==> config.mk <==
export PLATFORM = sky130hd
export DESIGN_NAME = regfile_wb
export DESIGN_NICKNAME = d
export VERILOG_FILES = /design/src/rtl/regfile_wb_pkg.sv /design/src/rtl/regfile_scoreboard.sv /design/src/rtl/regfile_wb.sv
export SDC_FILE = /design/constraint.sdc
export NUM_CORES = 1
export LEC_CHECK = 0
export ABC_AREA = 1
export BUFFER_PORTS_ARGS = -buffer_cell sky130_fd_sc_hd__buf_2
export CAP_MARGIN = 20
export CORE_ASPECT_RATIO = 0.9
export CORE_UTILIZATION = 65
export DETAILED_ROUTE_END_ITERATION = 10
export PLACE_DENSITY = 0.85
export RECOVER_POWER = 25
export SLEW_MARGIN = 20
export SYNTH_ARGS = -nofsm -noshare
export SYNTH_HDL_FRONTEND = slang
export SYNTH_SLANG_ARGS = --single-unit
==> constraint.sdc <==
create_clock -name i_clk -period 3.5 [get_ports i_clk]
set_input_delay 0.175 -clock i_clk [delete_from_list [all_inputs] [get_ports i_clk]]
set_output_delay 0.175 -clock i_clk [all_outputs]
set_load 0.1 [all_outputs]
==> src/rtl/regfile_wb_pkg.sv <==
// Shared definitions for the register file / write-back slice: default widths,
// ALU opcode constants used by decode and execute, and the register-address type.
package regfile_wb_pkg;

  localparam int unsigned RF_DATA_W   = 8;
  localparam int unsigned RF_ADDR_W   = 4;
  localparam int unsigned RF_NUM_REGS = 16;

  localparam logic [3:0] OP_ADD = 4'b0001;
  localparam logic [3:0] OP_SUB = 4'b0010;
  localparam logic [3:0] OP_LS  = 4'b0100;
  localparam logic [3:0] OP_RS  = 4'b1000;

  typedef logic [RF_ADDR_W-1:0] reg_addr_t;

endpackage

==> src/rtl/regfile_scoreboard.sv <==
// Busy scoreboard: tracks registers with an issued-but-unwritten result and
// raises a stall on RAW or WAW hazards against the presented instruction.
module regfile_scoreboard #(
  parameter int unsigned ADDR_W   = 4,
  parameter int unsigned NUM_REGS = 16
) (
  input  logic                clk_i,
  input  logic                rst_ni,
  input  logic                write_en_i,
  input  logic [ADDR_W-1:0]   write_add_i,
  input  logic [ADDR_W-1:0]   read_add1_i,
  input  logic [ADDR_W-1:0]   read_add2_i,
  input  logic                issue_valid_i,
  input  logic [ADDR_W-1:0]   issue_dest_i,
  output logic                stall_o,
  output logic [NUM_REGS-1:0] busy_mask_o
);

  logic [NUM_REGS-1:0] busy_q, busy_d;
  logic                hazard1, hazard2, waw;

  // A write landing this cycle resolves the pending result, so it does not block.
  always_comb begin
    hazard1 = busy_q[read_add1_i]  && !(write_en_i && (write_add_i == read_add1_i));
    hazard2 = busy_q[read_add2_i]  && !(write_en_i && (write_add_i == read_add2_i));
    waw     = busy_q[issue_dest_i] && !(write_en_i && (write_add_i == issue_dest_i));
    stall_o = issue_valid_i && (hazard1 || hazard2 || waw);
  end

  // Set is applied after clear so a new producer of the same register stays outstanding.
  always_comb begin
    busy_d = busy_q;
    if (write_en_i && (write_add_i != '0)) begin
      busy_d[write_add_i] = 1'b0;
    end
    if (issue_valid_i && !stall_o && (issue_dest_i != '0)) begin
      busy_d[issue_dest_i] = 1'b1;
    end
    busy_d[0] = 1'b0;
  end

  always_ff @(posedge clk_i or negedge rst_ni) begin
    if (!rst_ni) begin
      busy_q <= '0;
    end else begin
      busy_q <= busy_d;
    end
  end

  assign busy_mask_o = busy_q;

endmodule

==> src/rtl/regfile_wb.sv <==
// Register file and write-back endpoint: two combinational read ports with
// same-cycle write bypass, R0 hard-wired to zero, plus the issue scoreboard.
module regfile_wb
  import regfile_wb_pkg::*;
#(
  parameter int unsigned DATA_W   = RF_DATA_W,
  parameter int unsigned ADDR_W   = RF_ADDR_W,
  parameter int unsigned NUM_REGS = RF_NUM_REGS
) (
  input  logic                i_clk,
  input  logic                i_reset,
  input  logic                i_write_en,
  input  logic [ADDR_W-1:0]   i_write_add,
  input  logic [DATA_W-1:0]   i_write_data,
  input  logic [ADDR_W-1:0]   i_read_add1,
  input  logic [ADDR_W-1:0]   i_read_add2,
  output logic [DATA_W-1:0]   o_read_data1,
  output logic [DATA_W-1:0]   o_read_data2,
  input  logic                i_issue_valid,
  input  logic [ADDR_W-1:0]   i_issue_dest,
  output logic                o_stall,
  output logic [NUM_REGS-1:0] o_busy_mask
);

  logic [DATA_W-1:0] mem_q [NUM_REGS];
  logic              wr_fire;

  assign wr_fire = i_write_en && (i_write_add != '0);

  always_ff @(posedge i_clk or negedge i_reset) begin
    if (!i_reset) begin
      for (int i = 0; i < int'(NUM_REGS); i++) begin
        mem_q[i] <= '0;
      end
    end else if (wr_fire) begin
      mem_q[i_write_add] <= i_write_data;
    end
  end

  always_comb begin
    o_read_data1 = mem_q[i_read_add1];
    if (wr_fire && (i_write_add == i_read_add1)) begin
      o_read_data1 = i_write_data;
    end
    if (i_read_add1 == '0) begin
      o_read_data1 = '0;
    end

    o_read_data2 = mem_q[i_read_add2];
    if (wr_fire && (i_write_add == i_read_add2)) begin
      o_read_data2 = i_write_data;
    end
    if (i_read_add2 == '0) begin
      o_read_data2 = '0;
    end
  end

  regfile_scoreboard #(
    .ADDR_W   (ADDR_W),
    .NUM_REGS (NUM_REGS)
  ) u_scoreboard (
    .clk_i         (i_clk),
    .rst_ni        (i_reset),
    .write_en_i    (i_write_en),
    .write_add_i   (i_write_add),
    .read_add1_i   (i_read_add1),
    .read_add2_i   (i_read_add2),
    .issue_valid_i (i_issue_valid),
    .issue_dest_i  (i_issue_dest),
    .stall_o       (o_stall),
    .busy_mask_o   (o_busy_mask)
  );

endmodule

==> impl_metrics.yaml, run 1 <==
status:
  run_status: "complete, but fails checks"
  violations_in_the_final_reports: "capacitance limit, slew limit"
timing:
  final-max-slew-violation-count: 95
  setup-violations-final: 0
  tightest_slew_margin_relative_to_the_limit: -0.6159
  grt_setup_unrepaired: "no"
  min_period_over_period: 0.7977
  setup-tns-final_ns: 0
  final.setup_skew_ns: 0.002549
  maxClockFrequency_mhz: 358.2
  worstMarginPinSlew_ns: 2.424
  final_hold_vios: 0
  final_period_minus_worst_setup_slack_ns: 2.792
synthesis:
  ys_types: 31
  synth_nets: 1233
  synth_seq_area_share: 0.4214
  netlist.top_cell.by_area: "sky130_fd_sc_hd__dfrtp_1"
  avgSynthCellArea_sq_um: 7.047
  synth_top_cell_area_share: 0.4214
  synthCells: 1205
  count_of_flip_flops_with_a_built_in_enable_after_synthesis: 0
  synthFlopType: "sky130_fd_sc_hd__dfrtp_1"
  yosysMostFrequentCell: "sky130_fd_sc_hd__nand2_1"
  netlist_top_cells_area: "sky130_fd_sc_hd__dfrtp_1 (42%), sky130_fd_sc_hd__o21ai_0 (16%), sky130_fd_sc_hd__nand2_1 (14%)"
  total_standard_cell_area_after_synthesis_sq_um: 8492
  synthTopCellsByCount: "sky130_fd_sc_hd__nand2_1 (308), sky130_fd_sc_hd__o21ai_0 (266), sky130_fd_sc_hd__dfrtp_1 (143)"
  ys_async_sr_fraction: 1.000
  seq_cells_post_synth: 143
  synth_warnings: 0
finish:
  sequential_cell_area_sq_um: 3578
  layout-drive-gt1-share: 0.09367
  multi_input_area_sq_um: 4149
  layout.nets: 1233
  area_delta_synth_final_pct: 8.811
  fill_cells: 1031
  antenna_cells_inserted: 0
  utilization_after_layout: 0.7255
global_route:
  grt_antenna_before_repair: 0
  globalRoute.totalOverflow: 0
  largest_net_degree_at_the_start_of_global_routing: 95
  grt_pass1_vias: 7974
  grtUsageTotal: 0.3930
  global_route_wire_length_before_repair_mm: 40.88
routing:
  post_drt_via_cell_ratio: 6.287
  firstDrtPassIters: 6
  detail-route-antenna-nets: 0
  remaining_drc_errors: 0
  num_vias: 8683
  detail_route.iter0.violations: 1146
  routed_wl_mm: 25.47
  avgRoutedWirePerCell_microns: 18.45
power:
  leakage_nw: 4.369
  switching_share: 0.3986
  share_seq_of_total_power: 0.401
  p_switching_mw: 2.234
  internal-power_mw: 3.371
  power.ir.vdd_worst_mv: 0.3670
  pwr-share-clk: 0.305
  share_comb_of_total_power: 0.294
  p_per_area_nw_per_um2: 606.7
clock_network:
  clock_insertion_delay_worst_skew_ns: 0.43
  h_tree_levels: 4
  clk_pin_slew_worst_setup_hold_paths_ns: 0.06
  hold_buffers: 2
  cts_made_buffers: 17
  numClockSinks: 143
  total_setup_buffers_inserted_after_cts: 0
  cts_tree: "yes"
  cts-root-to-sink-buffers: 2
  cts_resized: 0
  ctsRootBufferMaster: "sky130_fd_sc_hd__clkbuf_16"
worst_setup_path:
  timing.critical_path.required_ns: 3.32
  critical_path.max_fanout: 56
  cp_data_arrival_time_ns: 2.62
  worstSetupPathType: "in -> out"
  crit_path_end_kind: "primary output"
  critPathLaunchType: "input port"
floorplan:
  die_w_microns: 122.5
  die_height_microns: 110.4
  ios: 61
  core_area_sq_um: 12740
  floorplan.initialDensity: 0.6668
  placement_rows: 39
  design.die.area_sq_um: 13530
place:
  routabilityCongestion: 0.9799
  dp_hpwl_mm: 16.47
  numPortBuffers: 59
flow_run:
  drv_cap: 1
min_path:
  hold_path_class: "in -> reg"
==> layout make-up <==
type | count | share of cell area
flip-flops and latches | 143 | 0.3873
clock inverters | 12 | 0.01246
repair buffers | 72 | 0.04685
multi-input cells | 884 | 0.4490
inverters | 87 | 0.03534
well taps | 164 | 0.02221
clock buffers | 19 | 0.04685
==> cell usage in the layout (no fill, tap or decap), types with 13 or more instances in the layout <==
master                      netlist  layout
sky130_fd_sc_hd__a21oi_1         68      68
sky130_fd_sc_hd__buf_2           32      54
sky130_fd_sc_hd__buf_4            7      13
sky130_fd_sc_hd__clkbuf_16        0      17
sky130_fd_sc_hd__dfrtp_1        143     143
sky130_fd_sc_hd__inv_1           82      82
sky130_fd_sc_hd__nand2_1        308     308
sky130_fd_sc_hd__nand3_1         72      72
sky130_fd_sc_hd__nand4_1         17      17
sky130_fd_sc_hd__nor2_1          79      79
sky130_fd_sc_hd__o211ai_1        32      32
sky130_fd_sc_hd__o21ai_0        266     266
==> registers in the layout, summed over array words and instances (netlist names) <==
signal	flops
mem_q	128
u_scoreboard.busy_mask_o	15
==> critical path: stages <==
cell	delay, ns
sky130_fd_sc_hd__buf_4	0.45
sky130_fd_sc_hd__nor2_1	0.10
sky130_fd_sc_hd__nor3_1	0.23
sky130_fd_sc_hd__nand3_1	0.59
sky130_fd_sc_hd__nand3_1	0.35
sky130_fd_sc_hd__a31oi_1	0.07
sky130_fd_sc_hd__nor2_1	0.17
sky130_fd_sc_hd__buf_2	0.46
==> power groups by stage <==
stage	combinational, mW	sequential, mW	clock (mW)
after floorplan	1.01	2.48	0
after global placement	1.58	2.25	0
after detailed placement	1.62	2.26	0
after CTS	1.63	2.24	1.71
after global routing	1.80	2.29	1.78
final	1.65	2.25	1.71
==> path summary, 6_finish.rpt <==
| kind | cells after the start | end | slack (ns) | startpoint |
|---|---|---|---|---|
| max in group asynchronous | 3 | mem_q[16]$_DFFE_PN0P_ | 1.06 | i_reset |
| worst max-delay path | 8 | o_read_data1[2] | 0.71 | i_read_add1[0] |
| worst min register to register | 0 | mem_q[121]$_DFFE_PN0P_ | 0.39 | mem_q[121]$_DFFE_PN0P_ |
| min in group asynchronous | 2 | mem_q[112]$_DFFE_PN0P_ | 0.99 | i_reset |
| worst max register to register | 11 | u_scoreboard.busy_mask_o[10]$_DFF_PN0_ | 1.77 | u_scoreboard.busy_mask_o[3]$_DFF_PN0_ |
| worst min-delay path | 3 | mem_q[19]$_DFFE_PN0P_ | 0.007 | i_write_data[3] |
==> kinds of logic (layout without fill, tap and decap cells) <==
group,Yosys count,in the layout,synth area share
compound gates,390,390,0.2462
xor+xnor,5,5,0.005157
buf+inv,178,190,0.09002
other cells,1,1,0.0004416
simple gates,488,488,0.2368
flops,143,143,0.4214
==> stage by stage <==
step	hold WS (ns)	cells	instance area [sq um]	power, mW	setup WS (ns)
finish	0.007415	1381	9240	5.606	0.7080
global route	0.007929	1381	9240	5.871	0.6049
CTS	0.002385	1381	9246	5.584	0.8259
detailed placement	0.3176	1348	8678	3.881	0.8299
global placement	0.3139	1348	8678	3.835	0.8473
floorplan	-0.1206	1205	8492	3.493	0.6599
==> routing by layer <==
metal / vias up / GRT usage / share of wire
met5: - / 0 / 0
met4: 0 / 0.1699 / 0.036
met3: 103 / 0.09866 / 0.12
met2: 584 / 0.5858 / 0.45
met1: 3956 / 0.5404 / 0.39
li1: 4040 / - / -
(Power assumes the default switching activity.)
==> run 2, diff against run 1 <==
- CORE_UTILIZATION: 65 -> 61
- PLACE_DENSITY: 0.85 -> 0.81
- clock period: 3.5 -> 2.9 ns (I/O delays scaled with it)
==> impl_metrics.yaml, run 2 (synthesis gave the netlist of run 1 again) <==
status:
  run_status: "complete, but fails checks"
  violations_in_the_final_reports: "capacitance limit, slew limit"
floorplan:
  die_w_microns: 126.4
  design.die.area_sq_um: 14400
  floorplan.initialDensity: 0.6308
  placement_rows: 40
  ios: 61
  core_area_sq_um: 13460
  die_height_microns: 113.9
clock_network:
  cts_made_buffers: 17
  h_tree_levels: 4
  cts_tree: "yes"
  cts_resized: 0
  ctsRootBufferMaster: "sky130_fd_sc_hd__clkbuf_16"
  clock_insertion_delay_worst_skew_ns: 0.43
  numClockSinks: 143
  hold_buffers: 5
  total_setup_buffers_inserted_after_cts: 0
  clk_pin_slew_worst_setup_hold_paths_ns: 0.06
  cts-root-to-sink-buffers: 2
timing:
  tightest_slew_margin_relative_to_the_limit: -0.1059
  min_period_over_period: 0.8274
  final_period_minus_worst_setup_slack_ns: 2.399
  setup-tns-final_ns: 0
  maxClockFrequency_mhz: 416.8
  setup-violations-final: 0
  whs_ns: 0.008302
  final.setup_skew_ns: 0.004536
  final_critical_path_setup_slack_ns: 0.5006
  final_hold_vios: 0
  grt_setup_unrepaired: "no"
  worstMarginPinSlew_ns: 1.659
  final-max-slew-violation-count: 67
routing:
  remaining_drc_errors: 0
  detail_route.iter0.violations: 938
  routed_wl_mm: 25.94
  avgRoutedWirePerCell_microns: 18.64
  num_vias: 8675
  firstDrtPassIters: 6
  post_drt_via_cell_ratio: 6.232
  detail-route-antenna-nets: 0
global_route:
  globalRoute.totalOverflow: 0
  grt_antenna_before_repair: 0
  global_route_wire_length_before_repair_mm: 42.50
  grtUsageTotal: 0.3836
  grt_pass1_vias: 8132
  largest_net_degree_at_the_start_of_global_routing: 109
place:
  numPortBuffers: 59
  routabilityCongestion: 0.9813
  dp_hpwl_mm: 17.04
  place_worst_setup_slack_ns: 0.7210
finish:
  largest_reg_flops: 128
  antenna_cells_inserted: 0
  top_library_cells_by_usage_in_the_layout_fill_and_taps_aside: "sky130_fd_sc_hd__nand2_1 (308), sky130_fd_sc_hd__o21ai_0 (266), sky130_fd_sc_hd__dfrtp_1 (143), sky130_fd_sc_hd__inv_1 (83), sky130_fd_sc_hd__nor2_1 (79)"
  layout.nets: 1239
  layout-drive-gt1-share: 0.09477
  area_delta_synth_final_pct: 13.88
  final_common_cell: "sky130_fd_sc_hd__nand2_1"
  regMostFlops: "mem_q"
worst_setup_path:
  critical_path.max_stage_delay_ns: 0.65
  critical_path.max_fanout: 16
  worstSetupPathType: "in -> out"
  cp_slowest_cell: "sky130_fd_sc_hd__a41oi_1"
  crit_path_cell_trace: "clkbuf_1 -> inv_1 -> nand2_1 -> o21ai_1 -> nor2_1 -> nand4_1 -> a41oi_1 -> buf_12"
  critPathLaunchType: "input port"
  worst-path-buf-inv: 3
  cp_data_arrival_time_ns: 2.25
  timing.critical_path.required_ns: 2.76
  path_delay_family: "simple AND/OR/NAND/NOR gates"
  crit_path_end_kind: "primary output"
flow_run:
  drv_cap: 1
power:
  pwr-share-clk: 0.342
  internal-power_mw: 4.642
  p_per_area_nw_per_um2: 761.9
  p_switching_mw: 2.725
  power.ir.vdd_worst_mv: 0.5812
  share_comb_of_total_power: 0.289
  share_seq_of_total_power: 0.368
  switching_share: 0.3699
  leakage_nw: 4.536
min_path:
  hold_path_class: "in -> reg"
-- run 2: layout make-up --
cell class,count,area (sq um)
Multi-Input combinational cell,884,4149
Timing Repair Buffer,78,730.7
Inverter,87,326.6
Fill cell,1063,3792
Tap cell,168,210.2
Sequential cell,143,3578
Clock buffer,19,442.9
Clock inverter,13,232.7
-- run 2: tightest hold or removal path, cell delays in order --
cell and delay, ns:
sky130_fd_sc_hd__buf_2 0.13, sky130_fd_sc_hd__nand2_1 0.06, sky130_fd_sc_hd__o21ai_0 0.06
-- run 2: power groups by stage --
stage,Combinational [mW],Clock [mW],Sequential [mW]
2_1_floorplan,1.22,0,2.99
4_1_cts,2.13,2.53,2.70
5_1_grt,2.34,2.61,2.75
6_report,2.13,2.52,2.71
3_5_place_dp,2.10,0,2.72
3_3_place_gp,2.06,0,2.71
-- run 2: stage by stage --
step / std cells / instance area (sq um) / total power [mW] / utilization
6_report: 1392 / 9671 / 7.368 / 0.7183
5_1_grt: 1392 / 9671 / 7.702 / 0.7183
4_1_cts: 1392 / 9682 / 7.350 / 0.7191
3_5_place_dp: 1355 / 8956 / 4.828 / 0.6652
3_3_place_gp: 1355 / 8956 / 4.774 / 0.6652
2_1_floorplan: 1205 / 8492 / 4.216 / -
-- run 2: path summary, 6_finish.rpt --
check                                                      startpoint                                     end  slack (ns)  cells past startpoint
worst min register to register                 mem_q[127]$_DFFE_PN0P_                  mem_q[127]$_DFFE_PN0P_        0.39                      0
max in group asynchronous                                     i_reset                   mem_q[67]$_DFFE_PN0P_        0.99                      3
worst max register to register  u_scoreboard.busy_mask_o[8]$_DFF_PN0_  u_scoreboard.busy_mask_o[10]$_DFF_PN0_        1.09                      8
min in group asynchronous                                     i_reset                   mem_q[39]$_DFFE_PN0P_        0.68                      2
worst min-delay path                                  i_write_data[5]                   mem_q[21]$_DFFE_PN0P_       0.008                      3
worst max-delay path                                   i_write_add[0]                         o_read_data2[6]        0.50                      8
-- run 2: layer usage --
layer,global-route usage,part of all wire
met2,0.6037,0.46
met5,0,0
met4,0.1976,0.042
met3,0.06895,0.086
met1,0.5119,0.41
